File: src/rtl/traffic_ctrl_multi.sv
// Round-robin intersection controller: GREEN -> YELLOW -> ALL_RED per approach,
// with latched pedestrian walk service and a night flashing-yellow mode.
module traffic_ctrl_multi #(
    parameter int NUM_DIR = 2,
    parameter int CNT_W   = 8,
    parameter int FLASH_T = 2
) (
    input  logic                   clk,
    input  logic                   rst_n,
    input  logic                   en,
    input  logic                   tick,
    input  logic                   night_mode,
    input  logic [CNT_W-1:0]       green_time,
    input  logic [CNT_W-1:0]       yellow_time,
    input  logic [CNT_W-1:0]       allred_time,
    input  logic [NUM_DIR-1:0]     ped_req,
    output logic [3*NUM_DIR-1:0]   light,
    output logic [NUM_DIR-1:0]     walk,
    output logic [1:0]             active_dir,
    output logic [CNT_W-1:0]       remain,
    output logic                   phase_done
);

    typedef enum logic [2:0] {
        ST_IDLE   = 3'd0,
        ST_GREEN  = 3'd1,
        ST_YELLOW = 3'd2,
        ST_ALLRED = 3'd3,
        ST_FLASH  = 3'd4
    } state_t;

    localparam logic [1:0]       LAST_DIR   = 2'(NUM_DIR - 1);
    localparam logic [CNT_W-1:0] FLASH_LOAD = CNT_W'(FLASH_T - 1);
    localparam logic [2:0]       LAMP_R     = 3'b100;
    localparam logic [2:0]       LAMP_Y     = 3'b010;
    localparam logic [2:0]       LAMP_G     = 3'b001;
    localparam logic [2:0]       LAMP_OFF   = 3'b000;

    // A duration of zero is served as a single tick.
    function automatic logic [CNT_W-1:0] load_val(input logic [CNT_W-1:0] dur);
        if (dur == '0) begin
            load_val = '0;
        end else begin
            load_val = dur - CNT_W'(1);
        end
    endfunction

    function automatic logic [NUM_DIR-1:0] dir_mask(input logic [1:0] dir);
        dir_mask = '0;
        for (int d = 0; d < NUM_DIR; d++) begin
            if (int'(dir) == d) begin
                dir_mask[d] = 1'b1;
            end else begin
                dir_mask[d] = 1'b0;
            end
        end
    endfunction

    state_t              state_q, state_d;
    logic [CNT_W-1:0]    cnt_q, cnt_d;
    logic [1:0]          dir_q, dir_d;
    logic [NUM_DIR-1:0]  ped_q, ped_d;
    logic                walk_q, walk_d;
    logic                flash_y_q, flash_y_d;
    logic                done_s;
    logic                go_green_s;
    logic [1:0]          green_dir_s;
    logic                end_s;
    logic [1:0]          next_dir_s;
    logic [NUM_DIR-1:0]  ped_set_s;

    assign end_s      = tick && (cnt_q == '0);
    assign next_dir_s = (dir_q == LAST_DIR) ? 2'd0 : dir_q + 2'd1;
    assign ped_set_s  = ped_q | ped_req;

    // Next-state, counter, direction and pedestrian-latch logic.
    always_comb begin
        state_d     = state_q;
        cnt_d       = cnt_q;
        dir_d       = dir_q;
        ped_d       = ped_set_s;
        walk_d      = walk_q;
        flash_y_d   = flash_y_q;
        done_s      = 1'b0;
        go_green_s  = 1'b0;
        green_dir_s = 2'd0;
        if (!en) begin
            state_d   = ST_IDLE;
            cnt_d     = '0;
            dir_d     = 2'd0;
            ped_d     = '0;
            walk_d    = 1'b0;
            flash_y_d = 1'b0;
        end else begin
            case (state_q)
                ST_IDLE: begin
                    go_green_s  = 1'b1;
                    green_dir_s = 2'd0;
                end
                ST_GREEN: begin
                    if (end_s) begin
                        done_s  = 1'b1;
                        state_d = ST_YELLOW;
                        cnt_d   = load_val(yellow_time);
                        walk_d  = 1'b0;
                    end else if (tick) begin
                        cnt_d = cnt_q - CNT_W'(1);
                    end else begin
                        cnt_d = cnt_q;
                    end
                end
                ST_YELLOW: begin
                    if (end_s) begin
                        done_s  = 1'b1;
                        state_d = ST_ALLRED;
                        cnt_d   = load_val(allred_time);
                    end else if (tick) begin
                        cnt_d = cnt_q - CNT_W'(1);
                    end else begin
                        cnt_d = cnt_q;
                    end
                end
                ST_ALLRED: begin
                    if (end_s && night_mode) begin
                        done_s    = 1'b1;
                        state_d   = ST_FLASH;
                        cnt_d     = FLASH_LOAD;
                        flash_y_d = 1'b1;
                    end else if (end_s) begin
                        done_s      = 1'b1;
                        go_green_s  = 1'b1;
                        green_dir_s = next_dir_s;
                    end else if (tick) begin
                        cnt_d = cnt_q - CNT_W'(1);
                    end else begin
                        cnt_d = cnt_q;
                    end
                end
                ST_FLASH: begin
                    // Leaving via ALL_RED with dir parked at the last approach
                    // makes the following GREEN wrap to approach 0.
                    if (end_s && !night_mode) begin
                        done_s    = 1'b1;
                        state_d   = ST_ALLRED;
                        cnt_d     = load_val(allred_time);
                        dir_d     = LAST_DIR;
                        flash_y_d = 1'b0;
                    end else if (end_s) begin
                        cnt_d     = FLASH_LOAD;
                        flash_y_d = ~flash_y_q;
                    end else if (tick) begin
                        cnt_d = cnt_q - CNT_W'(1);
                    end else begin
                        cnt_d = cnt_q;
                    end
                end
                default: begin
                    state_d = ST_IDLE;
                end
            endcase
            if (go_green_s) begin
                state_d = ST_GREEN;
                dir_d   = green_dir_s;
                cnt_d   = load_val(green_time);
                walk_d  = |(ped_set_s & dir_mask(green_dir_s));
                ped_d   = ped_set_s & ~dir_mask(green_dir_s);
            end else begin
                walk_d = walk_d;
            end
        end
    end

    // Controller state registers.
    always_ff @(posedge clk or negedge rst_n) begin
        if (!rst_n) begin
            state_q   <= ST_IDLE;
            cnt_q     <= '0;
            dir_q     <= 2'd0;
            ped_q     <= '0;
            walk_q    <= 1'b0;
            flash_y_q <= 1'b0;
        end else begin
            state_q   <= state_d;
            cnt_q     <= cnt_d;
            dir_q     <= dir_d;
            ped_q     <= ped_d;
            walk_q    <= walk_d;
            flash_y_q <= flash_y_d;
        end
    end

    // Lamp and walk decode from the registered state.
    always_comb begin
        light = '0;
        for (int d = 0; d < NUM_DIR; d++) begin
            case (state_q)
                ST_GREEN:  light[3*d +: 3] = (int'(dir_q) == d) ? LAMP_G : LAMP_R;
                ST_YELLOW: light[3*d +: 3] = (int'(dir_q) == d) ? LAMP_Y : LAMP_R;
                ST_ALLRED: light[3*d +: 3] = LAMP_R;
                ST_FLASH:  light[3*d +: 3] = flash_y_q ? LAMP_Y : LAMP_OFF;
                default:   light[3*d +: 3] = LAMP_OFF;
            endcase
        end
        if ((state_q == ST_GREEN) && walk_q) begin
            walk = dir_mask(dir_q);
        end else begin
            walk = '0;
        end
    end

    assign active_dir = dir_q;
    assign remain     = cnt_q;
    assign phase_done = done_s;

endmodule

File: config.mk
export PLATFORM = sky130hd
export DESIGN_NAME = traffic_ctrl_multi
export DESIGN_NICKNAME = d
export VERILOG_FILES = /design/src/rtl/traffic_ctrl_multi.sv
export SDC_FILE = /design/constraint.sdc
export NUM_CORES = 1
export LEC_CHECK = 0
export BUFFER_PORTS_ARGS = -buffer_cell sky130_fd_sc_hd__buf_2
export CAP_MARGIN = 10
export CORE_MARGIN = 4
export CORE_UTILIZATION = 40
export DETAILED_ROUTE_END_ITERATION = 8
export HOLD_SLACK_MARGIN = 0.08
export PLACE_DENSITY = 0.69
export SLEW_MARGIN = 15
export SYNTH_ARGS = -nofsm -noshare
export SYNTH_HDL_FRONTEND = slang
export SYNTH_SLANG_ARGS = --single-unit
File: constraint.sdc
create_clock -name clk -period 3.25 [get_ports clk]
set_clock_uncertainty 0.05 [all_clocks]
set_input_delay 0 -clock clk [delete_from_list [all_inputs] [get_ports clk]]
set_output_delay 0 -clock clk [all_outputs]
set_load 0.01 [all_outputs]
# Yosys cells after proc, flatten, opt, wreduce, memory -nomap -nowiden
# Index checks and enable logic that the tools add are counted.
# op_classes
addsub,5
n_mul,0
div_mod_pow,0
magnitude_cmp,0
n_eq_ne,21
n_shift,0
n_mux,64
n_bitwise,5
n_reduce_logical,19
# ops
operator,n
8-bit two-way mux,12
8-bit zero test,4
8-bit one-hot mux with 4 select lines,1
"8-bit by 1-bit subtractor with 8-bit output, second input constant",4
3-bit two-way mux,10
2-bit two-way mux,13
3-bit one-hot mux with 4 select lines,2
1-bit two-way mux,22
"4-bit inequality test, second input constant",5
"3-bit by 1-bit inequality test with 1-bit output, second input constant",5
3-bit one-hot mux with 5 select lines,1
"3-bit by 2-bit == test with 1-bit output, second input constant",2
"3-bit inequality test, second input constant",2
"6-bit by 1-bit inequality test with 1-bit output, second input constant",1
2-bit AND reduction,3
"5-bit inequality test, second input constant",1
5-bit AND reduction,1
2-bit bitwise AND,2
"2-bit == test, second input constant",2
1-bit logical AND,4
2-bit zero test,2
1-bit one-hot mux with 2 select lines,2
2-bit OR reduction,2
"3-bit by 1-bit == test with 1-bit output, second input constant",1
10 further kinds,10
# word_totals
ff_bits,17
latchBits,0
ram_bits,0
rom_bits,0
input_bits,31
mem_count,0

# Logic depth before layout (Yosys ltp)
# Gate-level depths: netlist of run 1.
# depth
ltp_word,14
ltp_mapped,8

# Worst setup path before layout of run 1
# OpenSTA, ideal clock, no wires.
# synth_path
path_kind,register to register
startpoint,register cnt_q[3] (netlist: remain[3])
endpoint,register cnt_q[4] (netlist: remain[4])
setup_ns,0.126
arrival_time_ns,2.095
required_ns,3.074
setup_slack_ns,0.978
stages_incl_launch_ff,7
path_buffers,2
synth_period_minus_slack_ns,2.272
path_cell_list,dfrtp_1 buf_6 or4_1 buf_2 o41ai_4 a21oi_1 a221o_1
# synth_between
elab_chain_cells,8
# synth_lines
item,line,source
start: declaration,60,"logic [CNT_W-1:0] cnt_q, cnt_d;"
start signal: assignment,184,cnt_q <= cnt_d;
branches (longest 8 deep; another with 8-bit by 1-bit subtractor with 8-bit output),n/a,
# Several ways; the timed one is not identified. The select of a mux whose other input is x is not followed.
# A chain may end at the register's enable or synchronous reset.

# Final worst setup path of run 1
# layout_path
startpoint,register cnt_q[0] (netlist: remain[0])
endpoint,register cnt_q[1] (netlist: remain[1])
# The elaborated chain is that of the path after synthesis.

==> results.sh, run 1 <==
export IMPL_cts_max_level=1
export IMPL_fmax_ghz=0.378
export IMPL_reg2reg_depth=7
export IMPL_fin_total_pwr_mw=0.745
export IMPL_firstDrtPassIters=6
export IMPL_final_nets=350
export IMPL_antenna_found_initial=0
export IMPL_final_hold_viol_count=0
export IMPL_cts_tree="done"
export IMPL_synth_ff_type="dfrtp_1"
export IMPL_areaGrowthSynthToFinish_pct=17.4
export IMPL_outcome="finished clean"
export IMPL_max_stage_delay_ps=670
export IMPL_p_leak_nw=1.03
export IMPL_place_congestion=0.881
export IMPL_ir_worst_vdd_uv=138
export IMPL_track_usage_pct=18.9
export IMPL_syn_area_mm2=0.00203
export IMPL_die_y_um=79.2
export IMPL_drv_slew=0
export IMPL_via_per_inst=5.95
export IMPL_fin_crit_ps=2640
export IMPL_r2r_end="remain[1]"
export IMPL_antenna_cells=0
export IMPL_regToRegSetupSlack_ps=610
export IMPL_start_kind="flop"
export IMPL_grt_max_degree=26
export IMPL_drive_above_1_share_pct=19.3
export IMPL_synth_area_per_cell_um2=7.50
export IMPL_async_reset_ff_share_pct=100
export IMPL_syn_nets=308
export IMPL_core_area_mm2=0.00482
export IMPL_grt_pass1_wl_um=9540
export IMPL_fin_crit_sh_pct=81.3
export IMPL_layout_commonest_cell="buf_2"
export IMPL_totalNegativeSetupSlack_ps=0
export IMPL_final_cell_mix="49 x buf_2, 21 x nor2_1, 20 x a21oi_1, 18 x nand2_1, 17 x dfrtp_1"
export IMPL_drt_initial_drc_count=296
export IMPL_cp_end_kind="flop"
export IMPL_ios=50
export IMPL_worstMarginPinSlew_ps=846
export IMPL_synth_warnings=0
export IMPL_fin_cells=378
export IMPL_finalSetupViolCount=0
export IMPL_synth_cell_types=59
export IMPL_dp_cells=369
export IMPL_hold_ws_ps=145
export IMPL_clkLatencyLatePin_ps=260
export IMPL_syn_inst=270
export IMPL_crit_slowest_cell="a2111oi_0"
export IMPL_path_cells="inv_1 > ha_1 > nor4bb_1 > nand2_1 > a2111oi_0 > o21ai_0 > o221ai_1"
export IMPL_post_cts_setup_buffers=0
export IMPL_clk_pin_slew_ps=80
export IMPL_fill_cells=496
export IMPL_dr_total_vias=2250
export IMPL_gr_total_overflow=0
export IMPL_ys_seq_area_share_pct=21.0
export IMPL_synth_enable_flop_cells=0
export IMPL_post_route_util_pct=49.4
export IMPL_wl_per_cell_um=15.5
export IMPL_die_w_um=79.2
export IMPL_clk_path_buf_depth=2
export IMPL_final_antenna_net_count=0
export IMPL_hpwl_um=4480
export IMPL_p_per_area_mw_per_mm2=313
export IMPL_port_buffers=49
export IMPL_r2r_start="remain[0]"
export IMPL_cap_viol_max_count=0
export IMPL_cp_required_ps=3370
export IMPL_min_path_type="primary input to async pin"
export IMPL_rsz0062_at_grt="no"
export IMPL_die_area_mm2=0.00627
export IMPL_maxSlewHeadroom_pct=43.0
export IMPL_ys_ff_latch=17
export IMPL_initial_core_util_pct=42.1
export IMPL_critPathKind="flop to flop"
export IMPL_drc=0
export IMPL_row_count=25
export IMPL_numCtsBuffers=3
export IMPL_arrival_ps=2760
export IMPL_routed_wl_um=5870
export IMPL_worst_path_max_fanout=10
export IMPL_clkSinkCount=17
export IMPL_cts_root_buf="clkbuf_8"
export IMPL_grt_pass1_vias=2017
worst max path at each step:
stage	start	to	slack, ps	depth (start not counted)
2_1_floorplan	remain[3]	remain[4]	980	6
3_3_place_gp	state_q[1]	remain[3]	690	5
3_5_place_dp	remain[3]	remain[1]	720	5
4_1_cts	remain[3]	phase_done	690	4
5_1_grt	remain[3]	remain[1]	490	5
6_report	remain[0]	remain[1]	610	7
worst max-delay path: cells and delay by family (launching register included):
| family | cells | cell delay (ps) |
|---|---|---|
| AOI/OAI and AO/OA | 3 | 1070 |
| and+or+nand+nor | 2 | 710 |
| adders and majority gates | 1 | 200 |
| DFF | 1 | 430 |
| buffers and inverters | 1 | 80 |
repair_timing:
item	4_1_cts	5_1_grt
endpoints found under the hold margin	25	0
hold buffers	5	0
resized for setup	0	0
flip-flops by register name (all words and copies together), names as in the netlist:
| register | flops |
|---|---|
| active_dir | 2 |
| state_q | 3 |
| walk_q | 1 |
| remain | 8 |
| ped_q | 2 |
| flash_y_q | 1 |
per-layer routing:
layer | up-vias | global-route usage (%) | share of wire [%]
met3 | 12 | 1.47 | 5.4
met4 | 0 | 6.87 | 2.6
met2 | 85 | 29.9 | 47
li1 | 1111 | - | -
met1 | 1042 | 26.9 | 45
met5 | - | 0 | 0
Yosys cell counts, types with 3 or more instances:
| cell type | number | area share, % |
|---|---|---|
| or3_1 | 3 | 0.93 |
| nor2b_1 | 3 | 0.93 |
| nand3_1 | 7 | 1.7 |
| o21ai_0 | 15 | 3.7 |
| clkbuf_1 | 12 | 2.2 |
| nand2_1 | 18 | 3.3 |
| nor3_1 | 16 | 4.0 |
| o31ai_1 | 3 | 1.1 |
| o211ai_1 | 3 | 1.1 |
| nand2b_1 | 8 | 2.5 |
| a211oi_1 | 5 | 1.9 |
| nor3b_1 | 7 | 2.6 |
| a21boi_0 | 6 | 2.2 |
| or4_1 | 5 | 1.9 |
| nand3b_1 | 4 | 1.5 |
| nor4_1 | 8 | 2.5 |
| mux2i_1 | 4 | 2.0 |
| a21oi_1 | 20 | 4.9 |
| xor2_1 | 9 | 3.9 |
| nor2_1 | 21 | 3.9 |
| dfrtp_1 | 17 | 21 |
| inv_1 | 12 | 2.2 |
| a31oi_1 | 4 | 1.2 |
| and2_1 | 4 | 1.2 |
| o21a_1 | 4 | 1.5 |
| ha_1 | 7 | 4.3 |
per-stage QoR:
stage / worst slack, ps / cell area, um2
finish: 607 / 2380
floorplan: 978 / 2030
global placement: 690 / 2280
CTS: 693 / 2380
global route: 487 / 2380
detailed placement: 719 / 2280
power by group:
part | total (mW) | switching, mW | leakage (nW) | internal, mW
clock | 0.172 | 0.0867 | 0.0255 | 0.0855
sequential | 0.278 | 0.0459 | 0.224 | 0.232
combinational | 0.294 | 0.172 | 0.779 | 0.122
cell families (layout without fill, tap and decap cells):
| family | count (synthesis) | in the layout | share of synthesized area [%] |
|---|---|---|---|
| buffers and inverters | 29 | 70 | 5.87 |
| DFF | 17 | 17 | 21.0 |
| and+or+nand+nor | 117 | 117 | 32.6 |
| muxes | 5 | 5 | 2.53 |
| AOI/OAI and AO/OA | 85 | 85 | 29.3 |
| xor gates and xnor gates | 10 | 10 | 4.32 |
| adders and majority gates | 7 | 7 | 4.32 |
area by class of cell:
class	instances	area (um2)	share of cell area, %
Inverter	12	45.0	1.89
Tap cell	67	83.8	3.53
Sequential cell	17	425	17.9
Clock buffer	3	41.3	1.74
Timing Repair Buffer	54	295	12.4
Multi-Input combinational cell	224	1480	62.3
Clock inverter	1	5.00	0.211
(Power assumes the default switching activity.)
==> inputs of run 2 (changes only) <==
--- a/config.mk
+++ b/config.mk
@@ -11,7 +11,7 @@
 export CORE_UTILIZATION = 40
 export DETAILED_ROUTE_END_ITERATION = 8
 export HOLD_SLACK_MARGIN = 0.08
-export PLACE_DENSITY = 0.69
+export PLACE_DENSITY = 0.71
 export SLEW_MARGIN = 15
 export SYNTH_ARGS = -nofsm -noshare
 export SYNTH_HDL_FRONTEND = slang
==> constraint.sdc (replaced) <==
create_clock -name clk -period 2.4 [get_ports clk]
set_clock_uncertainty 0.05 [all_clocks]
set_input_delay 0 -clock clk [delete_from_list [all_inputs] [get_ports clk]]
set_output_delay 0 -clock clk [all_outputs]
set_load 0.01 [all_outputs]
==> run 2 against run 1 <==
  * Total power is 41% higher
  * Core utilization up 2.8 points
  * Design area is 5.6% higher
  * Clock power is 27% higher
  * Register-to-register slack worse by 480 ps
  * Die area unchanged
  * Largest power group unchanged
==> results.sh, run 2 (synthesis results as in run 1) <==
export IMPL_antenna_cells=0
export IMPL_numCtsBuffers=3
export IMPL_fin_crit_sh_pct=94.7
export IMPL_largest_reg_flops=8
export IMPL_areaGrowthSynthToFinish_pct=23.9
export IMPL_start_kind="flop"
export IMPL_routed_wl_um=6010
export IMPL_final_antenna_net_count=0
export IMPL_totalNegativeSetupSlack_ps=0
export IMPL_r2r_end="remain[1]"
export IMPL_p_per_area_mw_per_mm2=419
export IMPL_dr_total_vias=2343
export IMPL_grt_pass1_vias=2210
export IMPL_multiInputGateArea_mm2=0.00149
export IMPL_pre_cts_ws_ps=104
export IMPL_wl_per_cell_um=15.2
export IMPL_fill_cells=472
export IMPL_worstMarginPinSlew_ps=785
export IMPL_core_area_mm2=0.00482
export IMPL_r2r_start="remain[0]"
export IMPL_die_area_mm2=0.00627
export IMPL_reg2reg_depth=7
export IMPL_die_y_um=79.2
export IMPL_min_path_type="primary input to async pin"
export IMPL_cts_root_buf="clkbuf_8"
export IMPL_cp_end_kind="primary output"
export IMPL_port_buffers=49
export IMPL_via_per_inst=5.93
export IMPL_antenna_found_initial=0
export IMPL_track_usage_pct=20.3
export IMPL_fin_ws_ps=127
export IMPL_critPathKind="flop to primary output"
export IMPL_outcome="finished clean"
export IMPL_ir_worst_vdd_uv=245
export IMPL_fin_cells=395
export IMPL_drt_initial_drc_count=220
export IMPL_cap_viol_max_count=0
export IMPL_layout_commonest_cell="buf_2"
export IMPL_crit_path_frequent_cell="buf_4"
export IMPL_worst_path_max_fanout=11
export IMPL_drv_slew=0
export IMPL_cts_tree="done"
export IMPL_clk_path_buf_depth=2
export IMPL_clkLatencyLatePin_ps=250
export IMPL_cp_required_ps=2350
export IMPL_rsz0062_at_grt="no"
export IMPL_row_count=25
export IMPL_crit_slowest_cell="or4_1"
export IMPL_firstDrtPassIters=4
export IMPL_final_cell_mix="49 x buf_2, 21 x nor2_1, 20 x a21oi_1, 18 x nand2_1"
export IMPL_path_cells="or4_1 > buf_4 > nor3_2 > buf_4 > o2111a_1 > buf_2"
export IMPL_fin_total_pwr_mw=1.05
export IMPL_seqCellArea_um2=425
export IMPL_drive_above_1_share_pct=23.5
export IMPL_place_congestion=0.864
export IMPL_initial_core_util_pct=42.1
export IMPL_max_stage_delay_ps=610
export IMPL_p_leak_nw=1.11
export IMPL_fin_crit_ps=2270
export IMPL_post_cts_setup_buffers=0
export IMPL_gr_total_overflow=0
export IMPL_grt_pass1_wl_um=10400
export IMPL_regToRegSetupSlack_ps=130
export IMPL_ios=50
export IMPL_hold_ws_ps=148
export IMPL_hpwl_um=4690
export IMPL_dp_cells=386
export IMPL_die_w_um=79.2
export IMPL_final_nets=367
export IMPL_clkSinkCount=17
export IMPL_arrival_ps=2220
export IMPL_final_hold_viol_count=0
export IMPL_cts_max_level=1
export IMPL_drc=0
export IMPL_grt_max_degree=25
export IMPL_finalSetupViolCount=0
export IMPL_fmax_ghz=0.440
export IMPL_clk_pin_slew_ps=70
export IMPL_maxSlewHeadroom_pct=47.1
run 2: cell count changes in the layout (fill, tap and decap cells not counted):
cell      change
buf_4        +17
clkbuf_1      +1
clkinv_2      -1
nor4bb_1      -1
nor4bb_2      +1
run 2: worst max path at each step:
stage / startpoint / endpoint / cells past startpoint
after global placement: remain[0] / walk_q / 7
after global routing: remain[0] / remain[1] / 7
after detailed placement: remain[0] / remain[1] / 7
after floorplan: remain[3] / remain[4] / 6
final: remain[3] / phase_done / 6
after CTS: remain[0] / remain[1] / 7
run 2: critical path, delay by kind of cell (launching register included):
kind,cells,cell delay [ps]
compound gates,1,220
simple gates,2,820
buf+inv,3,540
flops,1,380
run 2: stage by stage:
stage	utilization (%)	instance area [um2]
2_1_floorplan	-	2030
3_3_place_gp	50.0	2410
3_5_place_dp	50.0	2410
4_1_cts	52.0	2500
5_1_grt	52.1	2510
6_report	52.1	2510
run 2: final cells by class:
cell class / count / area share, %
Multi-Input combinational cell: 224 / 59.3
Sequential cell: 17 / 16.9
Timing Repair Buffer: 71 / 16.8
Tap cell: 67 / 3.34
Clock buffer: 4 / 1.79
Inverter: 12 / 1.79
run 2: where the power goes:
group | internal (mW) | leakage [nW] | total (mW) | switching [mW]
logic | 0.210 | 0.865 | 0.493 | 0.283
registers | 0.315 | 0.224 | 0.339 | 0.0231
clock network | 0.118 | 0.0228 | 0.219 | 0.102
run 2: layer usage:
layer  routed length (um)  track usage [%]  vias up  part of all wire [%]
met4                  118             5.84        0                   2.0
met5                    0                0        -                     0
met3                  442             1.59       12                   7.4
met1                 2650             29.2     1096                    44
li1                     -                -     1145                     -
met2                 2800             32.3       90                    47
run 2: timing repair:
item | 4_1_cts | 5_1_grt
hold endpoints to repair | 25 | 0
hold buffers | 5 | 0
gates resized for setup | 0 | 1
endpoints found under the setup margin | 0 | 3
